File: config.mk
export PLATFORM = sky130hd
export DESIGN_NAME = byte_bus_target_flat
export DESIGN_NICKNAME = d
export VERILOG_FILES = /design/src/rtl/byte_bus_pkg.sv /design/src/rtl/byte_bus_target_if.sv /design/src/rtl/byte_shift_reg32.sv /design/src/rtl/byte_bus_target.sv /design/src/flat_wrapper.sv
export SDC_FILE = /design/constraint.sdc
export NUM_CORES = 1
export LEC_CHECK = 0
export CORE_ASPECT_RATIO = 0.9
export CORE_MARGIN = 5
export CORE_UTILIZATION = 44
export DETAILED_ROUTE_END_ITERATION = 10
export HOLD_SLACK_MARGIN = 0.08
export PLACE_DENSITY_LB_ADDON = 0.1
export SLEW_MARGIN = 20
export SYNTH_ARGS = -nofsm -noshare
export SYNTH_HDL_FRONTEND = slang
export SYNTH_SLANG_ARGS = --single-unit
File: constraint.sdc
create_clock -name clk -period 2.7 [get_ports clk]
set_input_delay 0.54 -clock clk [delete_from_list [all_inputs] [get_ports clk]]
set_output_delay 0.54 -clock clk [all_outputs]
set_load 0.02 [all_outputs]
File: src/rtl/byte_bus_pkg.sv
// rtl/byte_bus_pkg.sv - shared frame types and constants for the byte bus target and CPU handler
package byte_bus_pkg;

  typedef enum logic [2:0] {
    IDLE,
    ADDR,
    CTL,
    WDATA,
    WREQ,
    RREQ,
    RWAIT,
    RDATA
  } state_t;

  localparam int CTL_WE_BIT       = 0;
  localparam int FRAME_ADDR_BYTES = 4;
  localparam int FRAME_DATA_BYTES = 4;

  localparam logic [1:0] ADDR_LAST = 2'(FRAME_ADDR_BYTES - 1);
  localparam logic [1:0] DATA_LAST = 2'(FRAME_DATA_BYTES - 1);

endpackage

File: src/rtl/byte_bus_target_if.sv
// rtl/byte_bus_target_if.sv - byte bus pins plus memory request/response handshake
interface byte_bus_target_if;
  logic        in_valid;
  logic        in_first;
  logic [7:0]  bus_in;
  logic [7:0]  bus_out;
  logic        bus_oe;
  logic        out_valid;
  logic        out_ready;
  logic        mem_req_valid;
  logic        mem_req_ready;
  logic [31:0] mem_addr;
  logic        mem_we;
  logic [31:0] mem_wdata;
  logic        mem_rsp_valid;
  logic [31:0] mem_rdata;
  logic        busy;
  logic        err;

  modport slave (
    input  in_valid, in_first, bus_in, out_ready, mem_req_ready, mem_rsp_valid, mem_rdata,
    output bus_out, bus_oe, out_valid, mem_req_valid, mem_addr, mem_we, mem_wdata, busy, err
  );

  modport master (
    output in_valid, in_first, bus_in, out_ready, mem_req_ready, mem_rsp_valid, mem_rdata,
    input  bus_out, bus_oe, out_valid, mem_req_valid, mem_addr, mem_we, mem_wdata, busy, err
  );
endinterface

File: src/rtl/byte_shift_reg32.sv
// rtl/byte_shift_reg32.sv - 32-bit word assembled or read out one byte at a time, LSB first
module byte_shift_reg32 (
  input  logic        clk,
  input  logic        rst,
  input  logic        byte_we,
  input  logic [1:0]  idx,
  input  logic [7:0]  byte_in,
  input  logic        word_we,
  input  logic [31:0] word_in,
  output logic [31:0] word_out,
  output logic [7:0]  byte_out
);
  logic [31:0] word;

  always_ff @(posedge clk) begin
    if (rst) begin
      word <= '0;
    end else if (word_we) begin
      word <= word_in;
    end else if (byte_we) begin
      word[8*idx +: 8] <= byte_in;
    end
  end

  assign word_out = word;
  assign byte_out = word[8*idx +: 8];
endmodule

File: src/rtl/byte_bus_target.sv
// rtl/byte_bus_target.sv - deserializes byte bus frames into word requests and serializes read data back
module byte_bus_target
  import byte_bus_pkg::*;
#(
  parameter int          TIMEOUT  = 64,
  parameter logic [31:0] ERR_WORD = 32'hDEAD_BEEF
) (
  input logic              clk,
  input logic              rst,
  byte_bus_target_if.slave bus
);
  localparam int TW = $clog2(TIMEOUT + 1);

  state_t        state;
  logic [1:0]    cnt;
  logic [TW-1:0] tcnt;
  logic          we_q;
  logic          err_q;

  logic          frame_start;
  logic          addr_we;
  logic          wdata_we;
  logic          rsp_take;
  logic          tmo;
  logic [1:0]    addr_idx;
  logic [31:0]   rd_in;
  logic [7:0]    addr_byte_unused;
  logic [7:0]    wdata_byte_unused;

  // An A0 marker is honoured in IDLE and in every collecting state, where it discards the partial frame.
  always_comb begin
    frame_start = bus.in_valid && bus.in_first && (state inside {IDLE, ADDR, CTL, WDATA});
    addr_we     = frame_start || (bus.in_valid && state == ADDR);
    addr_idx    = frame_start ? 2'd0 : cnt;
    wdata_we    = bus.in_valid && !bus.in_first && state == WDATA;
    rsp_take    = state == RWAIT && bus.mem_rsp_valid;
    tmo         = state == RWAIT && !bus.mem_rsp_valid && tcnt == TW'(TIMEOUT);
    rd_in       = rsp_take ? bus.mem_rdata : ERR_WORD;
  end

  byte_shift_reg32 u_addr (
    .clk(clk), .rst(rst), .byte_we(addr_we), .idx(addr_idx), .byte_in(bus.bus_in),
    .word_we(1'b0), .word_in(32'd0), .word_out(bus.mem_addr), .byte_out(addr_byte_unused)
  );

  byte_shift_reg32 u_wdata (
    .clk(clk), .rst(rst), .byte_we(wdata_we), .idx(cnt), .byte_in(bus.bus_in),
    .word_we(1'b0), .word_in(32'd0), .word_out(bus.mem_wdata), .byte_out(wdata_byte_unused)
  );

  byte_shift_reg32 u_rdata (
    .clk(clk), .rst(rst), .byte_we(1'b0), .idx(cnt), .byte_in(8'd0),
    .word_we(rsp_take || tmo), .word_in(rd_in), .word_out(), .byte_out(bus.bus_out)
  );

  always_ff @(posedge clk) begin
    if (rst) begin
      state <= IDLE;
      cnt   <= '0;
      tcnt  <= '0;
      we_q  <= 1'b0;
      err_q <= 1'b0;
    end else begin
      case (state)
        IDLE: begin
          if (frame_start) begin
            cnt   <= 2'd1;
            state <= ADDR;
          end else if (bus.in_valid) begin
            err_q <= 1'b1;
          end
        end
        ADDR: begin
          if (frame_start) begin
            err_q <= 1'b1;
            cnt   <= 2'd1;
          end else if (bus.in_valid) begin
            cnt <= cnt + 2'd1;
            if (cnt == ADDR_LAST) state <= CTL;
          end
        end
        CTL: begin
          if (frame_start) begin
            err_q <= 1'b1;
            cnt   <= 2'd1;
            state <= ADDR;
          end else if (bus.in_valid) begin
            we_q  <= bus.bus_in[CTL_WE_BIT];
            cnt   <= 2'd0;
            state <= bus.bus_in[CTL_WE_BIT] ? WDATA : RREQ;
          end
        end
        WDATA: begin
          if (frame_start) begin
            err_q <= 1'b1;
            cnt   <= 2'd1;
            state <= ADDR;
          end else if (bus.in_valid) begin
            cnt <= cnt + 2'd1;
            if (cnt == DATA_LAST) state <= WREQ;
          end
        end
        WREQ: begin
          if (bus.in_valid) err_q <= 1'b1;
          if (bus.mem_req_ready) state <= IDLE;
        end
        RREQ: begin
          if (bus.in_valid) err_q <= 1'b1;
          if (bus.mem_req_ready) begin
            tcnt  <= '0;
            state <= RWAIT;
          end
        end
        RWAIT: begin
          if (bus.in_valid) err_q <= 1'b1;
          // A response arriving in the same cycle as the timeout wins.
          if (rsp_take) begin
            cnt   <= 2'd0;
            state <= RDATA;
          end else if (tmo) begin
            err_q <= 1'b1;
            cnt   <= 2'd0;
            state <= RDATA;
          end else if (tcnt < TW'(TIMEOUT)) begin
            tcnt <= tcnt + TW'(1);
          end
        end
        RDATA: begin
          if (bus.in_valid) err_q <= 1'b1;
          if (bus.out_ready) begin
            cnt <= cnt + 2'd1;
            if (cnt == DATA_LAST) state <= IDLE;
          end
        end
        default: state <= IDLE;
      endcase
    end
  end

  // Handshake outputs decode straight from the state flops so the request never drops early.
  assign bus.busy          = state != IDLE;
  assign bus.mem_req_valid = state == WREQ || state == RREQ;
  assign bus.mem_we        = we_q;
  assign bus.bus_oe        = state == RDATA;
  assign bus.out_valid     = state == RDATA;
  assign bus.err           = err_q;
endmodule

File: src/flat_wrapper.sv
// flat-port wrapper written by rule: the top's interface ports become plain ports
module byte_bus_target_flat import byte_bus_pkg::*;
#(
  parameter int          TIMEOUT  = 64,
  parameter logic [31:0] ERR_WORD = 32'hDEAD_BEEF
)
  (clk, rst, bus_in_valid, bus_in_first, bus_bus_in, bus_out_ready, bus_mem_req_ready, bus_mem_rsp_valid, bus_mem_rdata, bus_bus_out, bus_bus_oe, bus_out_valid, bus_mem_req_valid, bus_mem_addr, bus_mem_we, bus_mem_wdata, bus_busy, bus_err);
  byte_bus_target_if bus_i ();
  input logic clk;
  input logic rst;
  input wire logic [$bits(bus_i.in_valid)-1:0] bus_in_valid;
  input wire logic [$bits(bus_i.in_first)-1:0] bus_in_first;
  input wire logic [$bits(bus_i.bus_in)-1:0] bus_bus_in;
  input wire logic [$bits(bus_i.out_ready)-1:0] bus_out_ready;
  input wire logic [$bits(bus_i.mem_req_ready)-1:0] bus_mem_req_ready;
  input wire logic [$bits(bus_i.mem_rsp_valid)-1:0] bus_mem_rsp_valid;
  input wire logic [$bits(bus_i.mem_rdata)-1:0] bus_mem_rdata;
  output wire logic [$bits(bus_i.bus_out)-1:0] bus_bus_out;
  output wire logic [$bits(bus_i.bus_oe)-1:0] bus_bus_oe;
  output wire logic [$bits(bus_i.out_valid)-1:0] bus_out_valid;
  output wire logic [$bits(bus_i.mem_req_valid)-1:0] bus_mem_req_valid;
  output wire logic [$bits(bus_i.mem_addr)-1:0] bus_mem_addr;
  output wire logic [$bits(bus_i.mem_we)-1:0] bus_mem_we;
  output wire logic [$bits(bus_i.mem_wdata)-1:0] bus_mem_wdata;
  output wire logic [$bits(bus_i.busy)-1:0] bus_busy;
  output wire logic [$bits(bus_i.err)-1:0] bus_err;
  assign bus_i.in_valid = bus_in_valid;
  assign bus_i.in_first = bus_in_first;
  assign bus_i.bus_in = bus_bus_in;
  assign bus_i.out_ready = bus_out_ready;
  assign bus_i.mem_req_ready = bus_mem_req_ready;
  assign bus_i.mem_rsp_valid = bus_mem_rsp_valid;
  assign bus_i.mem_rdata = bus_mem_rdata;
  assign bus_bus_out = bus_i.bus_out;
  assign bus_bus_oe = bus_i.bus_oe;
  assign bus_out_valid = bus_i.out_valid;
  assign bus_mem_req_valid = bus_i.mem_req_valid;
  assign bus_mem_addr = bus_i.mem_addr;
  assign bus_mem_we = bus_i.mem_we;
  assign bus_mem_wdata = bus_i.mem_wdata;
  assign bus_busy = bus_i.busy;
  assign bus_err = bus_i.err;
  byte_bus_target #(.TIMEOUT(TIMEOUT), .ERR_WORD(ERR_WORD)) u_core (.clk(clk), .rst(rst), .bus(bus_i));
endmodule
==> results.sh <==
export IMPL_gr_total_overflow=0
export IMPL_synth_cells=547
export IMPL_peakVddDrop_mv=0.3509
export IMPL_netlist_top_cells_count="dfxtp_1 (110), nor2_1 (107), nand2_1 (44), a21oi_1 (42), a22oi_1 (40)"
export IMPL_grtUsageTotal_pct=19.97
export IMPL_post_synth_top_area_cell="dfxtp_1"
export IMPL_root_buffer="clkbuf_16"
export IMPL_yosysUniqueCellTypes=53
export IMPL_end_kind="output port"
export IMPL_rsz0062_at_grt="no"
export IMPL_syn_avg_cell_area_um2=8.635
export IMPL_synth_edf_count=0
export IMPL_die_area_mm2=0.01291
export IMPL_yosysTopAreaCellShare_pct=46.62
export IMPL_insertion_delay_ns=0.34
export IMPL_start_kind="flip-flop"
export IMPL_dpl_hpwl_um=9267
export IMPL_ant_nets=0
export IMPL_async_reset_ff_share_pct=0
export IMPL_dp_cells=787
export IMPL_syn_area_mm2=0.004723
export IMPL_antenna_found_initial=0
export IMPL_power_leakage_uw=0.002343
export IMPL_synthToLayoutAreaGrowth_pct=38.20
export IMPL_firstDrtPassIters=4
export IMPL_worst_setup_path_type="flip-flop to output port"
export IMPL_fill_cells=906
export IMPL_fin_ws_ns=0.1459
export IMPL_crit_fanout=8
export IMPL_instances_no_fill=803
export IMPL_critPathLaunch="u_core.cnt[0]$_SDFFE_PP0P_"
export IMPL_yosysWarnings=0
export IMPL_yosysSeqAreaShare_pct=46.62
export IMPL_synth_most_common_cell="dfxtp_1"
export IMPL_post_drt_wl_per_cell_um=16.24
export IMPL_initial_core_util_pct=45.51
export IMPL_cts_tree="yes"
export IMPL_nets=729
export IMPL_synth_area_top_cells="dfxtp_1 (47%), nor2_1 (8.5%), a22oi_1 (6.4%), a21oi_1 (4.5%), mux4_2 (3.8%)"
export IMPL_port_buffers=124
export IMPL_drive_gt1_share_pct=11.13
export IMPL_globalplace_congestion=0.8191
export IMPL_fin_worst_skew_ns=0.005007
export IMPL_final_max_slew_viol_count=0
export IMPL_first_global_vias=4198
export IMPL_seqCellArea_mm2=0.002203
export IMPL_via_per_inst=5.396
export IMPL_clockBufferDepth=2
export IMPL_ys_ff_latch=110
export IMPL_clkSlewWorstSetupHoldPaths_ns=0.07
export IMPL_dp_slack_ns=-0.06955
export IMPL_fp_row_count=35
export IMPL_drv_cap=0
export IMPL_grt_pass1_wl_um=20980
export IMPL_hold_violations=0
export IMPL_r2r_start="u_core.state[2]$_SDFFE_PP0P_"
export IMPL_place_area_mm2=0.006191
export IMPL_die_width_um=119.2
export IMPL_die_h_um=108.3
export IMPL_post_route_util_pct=62.89
export IMPL_finalCritPeriodShare_pct=94.59
export IMPL_max_freq_ghz=0.3915
export IMPL_setup_viol=0
export IMPL_post_cts_buffers=0
export IMPL_numClockSinks=110
export IMPL_ios=125
export IMPL_fp_coreArea_mm2=0.01038
export IMPL_holdCritPathClass="flip-flop to flip-flop"
export IMPL_worst_pin_slew_ns=0.7095
export IMPL_critPathRequiredTime_ns=2.16
export IMPL_wirelength_um=13040
export IMPL_arrival_ns=2.01
export IMPL_drc=0
export IMPL_vias=4333
export IMPL_multiInputGateArea_mm2=0.002297
export IMPL_cts_htree_levels=3
export IMPL_hold_start="u_core.u_wdata.word_out[19]$_SDFFE_PP0P_"
export IMPL_period_needed_ns=2.554
export IMPL_power_total_uw=3413
export IMPL_drt_iter0_markers=430
export IMPL_ys_flop_type="dfxtp_1"
export IMPL_synth_fp_nets=607
export IMPL_grt_max_degree=56
export IMPL_cts_buffers=9
export IMPL_relSlewSlack_pct=52.60
export IMPL_p_per_area_mw_per_mm2=522.9
export IMPL_n_antenna_cell=0
export IMPL_status="complete, no violations"
export IMPL_fin_area_mm2=0.006528
==> flip-flops by register name, indices dropped and copies added (netlist names) <==
register / cells
u_core.bus.err: 1
u_core.bus.mem_we: 1
u_core.cnt: 2
u_core.state: 3
u_core.tcnt: 7
u_core.u_addr.word_out: 32
u_core.u_rdata.word_out: 32
u_core.u_wdata.word_out: 32
==> path summary, 6_finish.rpt <==
path	to	slack [ns]	cells after the start
setup / recovery	bus_bus_out[1]	0.15	2
hold / removal	u_core.u_wdata.word_out[19]$_SDFFE_PP0P_	0.45	2
setup reg to reg	u_core.u_addr.word_out[10]$_SDFFE_PP0P_	0.47	9
hold reg to reg	u_core.u_wdata.word_out[19]$_SDFFE_PP0P_	0.45	2
==> cells in the final DEF (no fill, tap or decap), types with 2 or more instances in the layout <==
cell / count
nand3_1: 33
bufinv_16: 2
clkbuf_8: 3
nand3b_1: 3
dfxtp_1: 109
nor3_1: 27
a21oi_1: 42
xor2_1: 4
nor2_1: 107
o21ba_2: 2
and2_1: 4
or3_1: 3
clkdlybuf4s50_1: 123
a22oi_1: 40
and3_1: 2
ha_1: 13
nor2b_1: 3
o21ai_0: 5
nor3_2: 4
clkbuf_16: 9
buf_4: 30
buf_12: 2
nor3b_1: 3
inv_1: 9
o211ai_2: 4
mux4_2: 8
nand4_1: 3
nand4b_1: 2
nand2b_1: 3
mux2i_1: 2
nand2_1: 44
==> layout make-up <==
| cell class | count | share of cell area, % |
|---|---|---|
| multi-input cells | 384 | 35.19 |
| flip-flops and latches | 110 | 33.75 |
| repair buffers | 155 | 22.93 |
| clock buffers | 13 | 4.140 |
| well taps | 129 | 2.473 |
| clock inverters | 3 | 0.9967 |
| inverters | 9 | 0.5175 |
==> cell families after synthesis <==
logic type	share of synthesized area, %
mux	4.477
buf+inv	4.848
compound gates	15.26
fa+ha+maj	3.444
flops	46.62
xor+xnor	0.7416
simple gates	24.61
==> stage by stage <==
step / hold slack (ns) / TNS [ns]
2_1_floorplan: 0.4696 / 0
3_3_place_gp: 0.4430 / -0.07224
3_5_place_dp: 0.4454 / -0.5030
4_1_cts: 0.4535 / 0
5_1_grt: 0.4793 / 0
6_report: 0.4498 / 0
==> per-layer routing <==
| layer | wire length (um) | up-vias | GRT usage (%) |
|---|---|---|---|
| met2 | 6044 | 125 | 32.43 |
| met3 | 715 | 20 | 4.498 |
| met4 | 174 | 0 | 4.797 |
| li1 | - | 2145 | - |
| met1 | 6108 | 2043 | 27.18 |
| met5 | 0 | - | 0 |
==> report_power, final <==
part           switching, uW  internal [uW]  leakage (uW)
clock                    550            888      0.000166
combinational            171            153       0.00129
sequential              17.0           1630      0.000887
total                    738           2680       0.00234
==> critical path, stage by stage (launching register included) <==
cell and delay [ns]:
dfxtp_1 0.56, mux4_2 0.56, clkdlybuf4s50_1 0.55
==> timing repair <==
item | CTS | global route
setup endpoints to repair | 0 | 5
endpoints found under the hold margin | 0 | 0
hold buffers | 0 | 0
resized for setup | 0 | 1
Power figures use the tool's default switching activity.
